[config.mk]
export PLATFORM = sky130hd
export DESIGN_NAME = pipe_ctrl
export DESIGN_NICKNAME = d
export VERILOG_FILES = /design/src/rtl/pipe_ctrl.sv
export SDC_FILE = /design/constraint.sdc
export NUM_CORES = 1
export LEC_CHECK = 0
export CORE_MARGIN = 5
export CORE_UTILIZATION = 42
export CTS_CLUSTER_DIAMETER = 40
export DETAILED_ROUTE_END_ITERATION = 16
export PLACE_DENSITY = 0.81
export SLEW_MARGIN = 20
export SYNTH_ARGS = -nofsm -noshare
export SYNTH_HDL_FRONTEND = slang
export SYNTH_SLANG_ARGS = --single-unit
[constraint.sdc]
create_clock -name clk -period 2.6 [get_ports clk]
set_clock_uncertainty 0.2 [all_clocks]
set_input_delay 0.26 -clock clk [delete_from_list [all_inputs] [get_ports clk]]
set_output_delay 0.26 -clock clk [all_outputs]
set_load 0.03 [all_outputs]
[src/rtl/pipe_ctrl.sv]
// Pipeline sequencing controller: per-cycle PC enable and latch ld/flush,
// plus a small FSM for interrupt drain/vector and halt.
module pipe_ctrl #(
  parameter int unsigned DRAIN_CYCLES = 3
) (
  input  logic       clk,
  input  logic       reset,
  input  logic       ex_mem_read,
  input  logic [1:0] ex_rd,
  input  logic [1:0] id_ra,
  input  logic [1:0] id_rb,
  input  logic       id_use_ra,
  input  logic       id_use_rb,
  input  logic       ex_branch_taken,
  input  logic       mem_busy,
  input  logic       wb_hlt,
  input  logic       irq,
  output logic       pc_ld,
  output logic       pc_sel_int,
  output logic       if_id_ld,
  output logic       if_id_flush,
  output logic       id_ex_ld,
  output logic       id_ex_flush,
  output logic       ex_m_ld,
  output logic       ex_m_flush,
  output logic       m_wb_ld,
  output logic       m_wb_flush,
  output logic       irq_ack,
  output logic       halted
);
  typedef enum logic [1:0] {S_RUN, S_DRAIN, S_VEC, S_HALT} state_e;

  // Latch vectors: [3]=IF/ID, [2]=ID/EX, [1]=EX/M, [0]=M/WB
  typedef struct packed {
    logic       pc_ld;
    logic       pc_sel_int;
    logic       irq_ack;
    logic       halted;
    logic [3:0] ld;
    logic [3:0] flush;
  } ctl_t;

  localparam logic [2:0] DRAIN_INIT = 3'(DRAIN_CYCLES - 1);

  state_e     state_q, state_d;
  logic [2:0] dcnt_q, dcnt_d;
  logic       irq_pend_q, irq_pend_d;
  logic       irq_q, irq_d;
  logic       lu, vec_taken;
  ctl_t       c, o;

  assign lu = ex_mem_read & ((id_use_ra & (id_ra == ex_rd)) |
                             (id_use_rb & (id_rb == ex_rd)));

  always_comb begin
    c          = '{pc_ld: 1'b1, pc_sel_int: 1'b0, irq_ack: 1'b0, halted: 1'b0,
                   ld: 4'hf, flush: 4'h0};
    state_d    = state_q;
    dcnt_d     = dcnt_q;
    vec_taken  = 1'b0;
    case (state_q)
      S_RUN: begin
        if (wb_hlt) begin
          c.flush = 4'hf;
          c.pc_ld = 1'b0;
          state_d = S_HALT;
        end else if (ex_branch_taken) begin
          c.flush[3] = 1'b1;
          c.flush[2] = 1'b1;
        end else if (lu) begin
          c.pc_ld    = 1'b0;
          c.ld[3]    = 1'b0;
          c.flush[2] = 1'b1;
        end else if (mem_busy) begin
          c.pc_ld    = 1'b0;
          c.flush[3] = 1'b1;
        end else if (irq_pend_q) begin
          c.pc_ld    = 1'b0;
          c.flush[3] = 1'b1;
          dcnt_d     = DRAIN_INIT;
          state_d    = (DRAIN_CYCLES == 1) ? S_VEC : S_DRAIN;
        end
      end
      S_DRAIN: begin
        c.pc_ld    = 1'b0;
        c.flush[3] = 1'b1;
        if (wb_hlt) begin
          c.flush = 4'hf;
          state_d = S_HALT;
        end else begin
          // a branch retargets the return address; neither it nor lu pauses the drain
          if (ex_branch_taken) begin
            c.pc_ld    = 1'b1;
            c.flush[2] = 1'b1;
          end
          if (lu) c.flush[2] = 1'b1;
          dcnt_d = dcnt_q - 3'd1;
          if (dcnt_q <= 3'd1) state_d = S_VEC;
        end
      end
      S_VEC: begin
        if (wb_hlt) begin
          c.flush = 4'hf;
          c.pc_ld = 1'b0;
          state_d = S_HALT;
        end else begin
          c.pc_sel_int = 1'b1;
          c.irq_ack    = 1'b1;
          c.flush[3]   = 1'b1;
          vec_taken    = 1'b1;
          state_d      = S_RUN;
        end
      end
      default: begin
        c.pc_ld  = 1'b0;
        c.ld     = 4'h0;
        c.halted = 1'b1;
      end
    endcase
  end

  assign irq_d      = irq;
  assign irq_pend_d = (irq & ~irq_q) | (irq_pend_q & ~vec_taken);

  always_ff @(posedge clk or negedge reset) begin
    if (!reset) begin
      state_q    <= S_RUN;
      dcnt_q     <= 3'd0;
      irq_pend_q <= 1'b0;
      irq_q      <= 1'b0;
    end else begin
      state_q    <= state_d;
      dcnt_q     <= dcnt_d;
      irq_pend_q <= irq_pend_d;
      irq_q      <= irq_d;
    end
  end

  // Outputs are quiet for as long as reset is held
  assign o = reset ? c : '0;

  assign pc_ld       = o.pc_ld;
  assign pc_sel_int  = o.pc_sel_int;
  assign irq_ack     = o.irq_ack;
  assign halted      = o.halted;
  assign if_id_ld    = o.ld[3];
  assign id_ex_ld    = o.ld[2];
  assign ex_m_ld     = o.ld[1];
  assign m_wb_ld     = o.ld[0];
  assign if_id_flush = o.flush[3];
  assign id_ex_flush = o.flush[2];
  assign ex_m_flush  = o.flush[1];
  assign m_wb_flush  = o.flush[0];
endmodule

; After elaboration in Yosys (flattened, before gate mapping)
; Cells that the tools add are included.
; W data, S select, Z words.
[classes]
addsub = 1
order_cmp = 1
n_eq_ne = 15
mux = 45
bitwise_logic = 9
reduce_logical = 7
[ops]
columns = cell, count
row1 = $mux W2, 12
row2 = $mux W3, 8
row3 = $mux W1, 19
row4 = $ne A3 B3 Y1 const B, 5
row5 = $mux W12, 1
row6 = $ne A2 B2 Y1 const B, 6
row7 = $pmux W4 S3, 1
row8 = $reduce_and A7 Y1, 1
row9 = $pmux W2 S3, 1
row10 = $pmux W3 S2, 1
row11 = $reduce_and A6 Y1, 1
row12 = $and A1 B1 Y1, 5
row13 = $eq A2 B2 Y1, 2
row14 = $le A3 B1 Y1 const B, 1
row15 = $pmux W1 S3, 1
row16 = $reduce_bool A3 Y1, 1
row17 = $reduce_or A3 Y1, 1
row18 = $sub A3 B1 Y3 const B, 1
row19 = $eq A2 B1 Y1 const B, 1
row20 = $eq A2 B2 Y1 const B, 1
row21 = $logic_not A2 Y1, 1
row22 = $not A1 Y1, 2
row23 = $or A1 B1 Y1, 2
row24 = $pmux W1 S2, 1
row25 = other kinds (2), 2
[word_totals]
reg_bits = 7
inputBits = 15
output_inout_bits = 12
word_cells = 82

; Longest topological paths before layout
[depth]
depth_word = 9
depth_mapped = 8
mapped_depth_nobuf = 7

; Worst setup path after synthesis
; Ideal clock, no wire load.
[synth_timing]
path_type = register to output
start = reg state_q[0]
end = out pc_ld
t_arrival_ns = 1.886
required_ns = 2.140
setup_slack_ns = 0.254
stages_incl_launch_ff = 6
n_path_buf = 1
path_cell_list = dfrtp_1 > inv_1 > ha_1 > clkbuf_1 > nand3_1 > a311oi_1
[synth_between]
elab_chain_len = 3
word_cells_on_any_way = 5
classes_between = eq/ne: 2 / mux: 2 / reduce/logical: 1
[synth_rtl]
columns = element, line_no
row1 = "start, declared", 45  ; state_e state_q, state_d;
row2 = "start signal, assigned", 132  ; state_q <= state_d;
row3 = $eq A2 B2 Y1 (tied with other cells), 61  ; case (state_q)
row4 = $pmux W1 S3 (*), 61
row5 = $mux W12 (*), 140  ; assign o = reset ? c : '0;
row6 = "end, declared", 18  ; output logic pc_ld,
; Every way passes the cells marked *; elsewhere a longest branch is shown, timed or not.

; Worst setup path in the final report
[layout_timing]
start = reg state_q[0]
end = out m_wb_flush
[layout_between]
elab_chain_len = 3
word_cells_on_any_way = 5
classes_between = eq/ne: 2 / mux: 2 / reduce/logical: 1
[layout_rtl]
columns = element, line_no
row1 = $eq A2 B2 Y1 (tied with other cells), 61
row2 = $pmux W4 S3 (*), 61
row3 = $mux W12 (*), 140
row4 = "end, declared", 27  ; output logic m_wb_flush,
; Marked as above.

==> flow_summary_export.csv <==
group,metric,value,unit
status,status,"finished, final reports clean",
pwr,ir_drop,0.586,mV
worst_setup_path,cp_max_fo,6,
finish,final_area,971,sq um
finish,final_nets,131,
worst_setup_path,arrival,1990,ps
drt,viasPerCell,5.57,
timing,setup_viol,0,
pwr,p_sw,489,uW
synth,postSynthAreaPerCell,8.30,sq um
cts,clkSinkCount,7,
synth,ys_ff_latch,7,
worst_setup_path,r2r_cells,6,
cts,htree_levels,1,
synth,syn_inst,82,
drt,first_iter_violations,13,
cts,cts_hold_buf,0,
synth,synth_xor_area_share,5.15,%
floorplan,boundaryPins,27,
cts,numCtsBuffers,3,
drt,drt_first_pass_iters,4,
drt,vias,696,
pwr,p_clk_share,9.2,%
finish,register_area,175,sq um
global_route,grt_pass1_wl,2.82,mm
cts,clk_latency,240,ps
worst_setup_path,r2r-end,"state_q[0]",
synth,synth-compound-area-share,26.1,%
timing,fin_crit_sh,94.3,%
finish,fillCellCount,150,
finish,layout_common_cells,"clkdlybuf4s50_1 (20), inv_1 (8), buf_4 (8)",
global_route,grt_start_max_net_pins,13,
timing,hold_viol_final,0,
floorplan,core-area,1520,sq um
floorplan,initial_core_util,44.7,%
finish,final_common_cell,"clkdlybuf4s50_1",
finish,area_delta_synth_final,42.6,%
global_route,track_usage,14.2,%
cts,cts_setup_buffers,0,
timing,setup-tns-final,0,ps
drt,wirelength,1.71,mm
placed_design,place_area,940,sq um
finish,multi_input_area,434,sq um
synth,syn_area,681,sq um
synth,synth_edf_count,0,
worst_setup_path,worstPathCellList,"ha_1 -> nand2b_1 -> nor2_1 -> clkdlybuf4s50_1",
cts,root_buffer,"clkbuf_4",
worst_setup_path,path_class,"register to output port",
timing,slew_headroom,62.7,%
floorplan,die_y,50.3,um
synth,async_flop_share,100,%
cts,cts-resized-gates,0,
pwr,power_leakage,0.000458,uW
placed_design,dpl.cell_count,121,
pwr,p_per_area,1060,nW/um^2
pwr,seqPwrFrac,20.0,%
finish,layout.cells.non_filler,125,
finish,diodes,0,
global_route,grt_pass1_vias,659,
pwr,p_comb_share,70.8,%
global_route,grt_overflow,0,
timing,drv_slew,0,
synth,synth_top_family_by_area,"compound AO/OA/AOI/OAI gates",
timing,rsz0062_at_grt,"no",
worst_setup_path,path_delay_family,"buffers and inverters",
worst_setup_path,cp_data_required_time,2140,ps
drt,drc,0,
worst_setup_path,worst_path_max_delay_cell,"clkdlybuf4s50_1",
flow_run,drv_cap,0,
synth,yosysWarningCount,0,
worst_setup_path,worst_setup_path_end_kind,"output port",
timing,finalWorstPathRequiredPeriod,2450,ps
floorplan,die_x,50.3,um
cts,clock_path_buffers,2,
pwr,internal_power,539,uW
global_route,antenna_found_initial,0,
cts,path_clk_slew,50,ps
timing,fmax,408,MHz
synth,synthAdderAreaFrac,11.0,%
worst_setup_path,crit_buf_inv,1,
floorplan,dieArea,2530,sq um
worst_setup_path,regToRegSetupSlack,530,ps
synth,synthMuxAreaShare,3.13,%
worst_setup_path,r2r_start,"state_q[1]",
finish,drive_gt1_share,11.0,%
pwr,netSwitchingFraction,47.6,%
placed_design,place.gp.congestion,0.889,
synth,yosys.area_share.simple,18.4,%
synth,synth-seq-area-share,25.7,%
timing,worstMarginPinSlew,559,ps
drt,ant_nets,0,
min_path,hold_class,"primary input to asynchronous set/reset pin",
placed_design,portBuffers,26,
worst_setup_path,critical_path.startpoint_type,"register",
synth,ys.flop_type,"dfrtp_1",
synth,synth.distinct_cells,32,
synth,syn-num-nets,103,
cts,cts_tree,"built",
drt,wl_per_cell,13.7,um
worst_setup_path,critPathMaxStageDelay,690,ps
floorplan,rows,14,
placed_design,dp_hpwl,1.43,mm
[state kept, by name, summed over array words and instances (netlist names)]
| signal | flops |
|---|---|
| state_q | 2 |
| dcnt_q | 3 |
| irq_q | 1 |
| irq_pend_q | 1 |
[routing by layer]
layer	up-vias	wire length [um]	global-route usage [%]
li1	342	-	-
met1	329	708	16.4
met2	19	873	24.7
met3	6	89	3.85
met4	0	37	5.24
met5	-	0	0
[synth_stat cells (all sizes together) (2+ instances only)]
cell type | number | area [sq um]
nand2 | 6 | 22.5
nand2b | 2 | 12.5
inv | 8 | 30.0
a21oi | 5 | 25.0
nor2 | 4 | 15.0
o22ai | 2 | 12.5
xnor2 | 2 | 17.5
nor2b | 2 | 12.5
clkbuf | 3 | 11.3
nand3b | 3 | 22.5
ha | 6 | 75.1
o21ai | 5 | 25.0
buf | 4 | 30.0
a311oi | 2 | 17.5
dfrtp | 7 | 175
o21a | 2 | 15.0
xor2 | 2 | 17.5
nor3b | 3 | 22.5
[how the worst max path moves through the flow]
| stage | slack (ps) | to | start | cells after the start |
|---|---|---|---|---|
| after CTS | 30 | pc_sel_int | state_q[0] | 5 |
| after global placement | 210 | state_q[0] | ex_rd[0] | 5 |
| final | 150 | m_wb_flush | state_q[0] | 4 |
| after detailed placement | 180 | state_q[0] | ex_rd[0] | 5 |
| after global routing | 40 | m_wb_flush | state_q[0] | 4 |
| after floorplan | 250 | pc_ld | state_q[0] | 5 |
[kinds of logic (layout without fill, tap and decap cells)]
kind of cell / count (synthesis) / after routing
AND/OR/NAND/NOR: 23 / 23
AO/OA/AOI/OAI: 25 / 25
buffers and inverters: 15 / 42
XOR/XNOR: 4 / 4
flip-flops: 7 / 7
multiplexers: 2 / 2
adder cells (fa/ha/maj): 6 / 6
[layout make-up]
cell class,instances,area share [%]
Multi-Input combinational cell,60,44.7
Inverter,8,3.09
Clock buffer,4,2.71
Timing Repair Buffer,30,29.4
Tap cell,16,2.06
Sequential cell,7,18.0
[power groups by stage]
| stage | Clock, uW | Sequential, uW | Combinational (uW) |
|---|---|---|---|
| 2_1_floorplan | 0 | 194 | 521 |
| 3_3_place_gp | 0 | 203 | 706 |
| 3_5_place_dp | 0 | 206 | 726 |
| 4_1_cts | 98.2 | 205 | 730 |
| 5_1_grt | 107 | 212 | 802 |
| 6_report | 95.0 | 205 | 728 |
[stage by stage]
stage          setup WS [ps]  power [uW]  utilization (%)  hold slack (ps)
3_5_place_dp             183         933             61.7              234
6_report                 147        1030             63.7             25.5
4_1_cts                 27.1        1030             63.4             24.2
2_1_floorplan            254         715                -             -236
3_3_place_gp             209         909             61.7              213
5_1_grt                 36.7        1120             63.7             19.5
(Power assumes the default switching activity.)
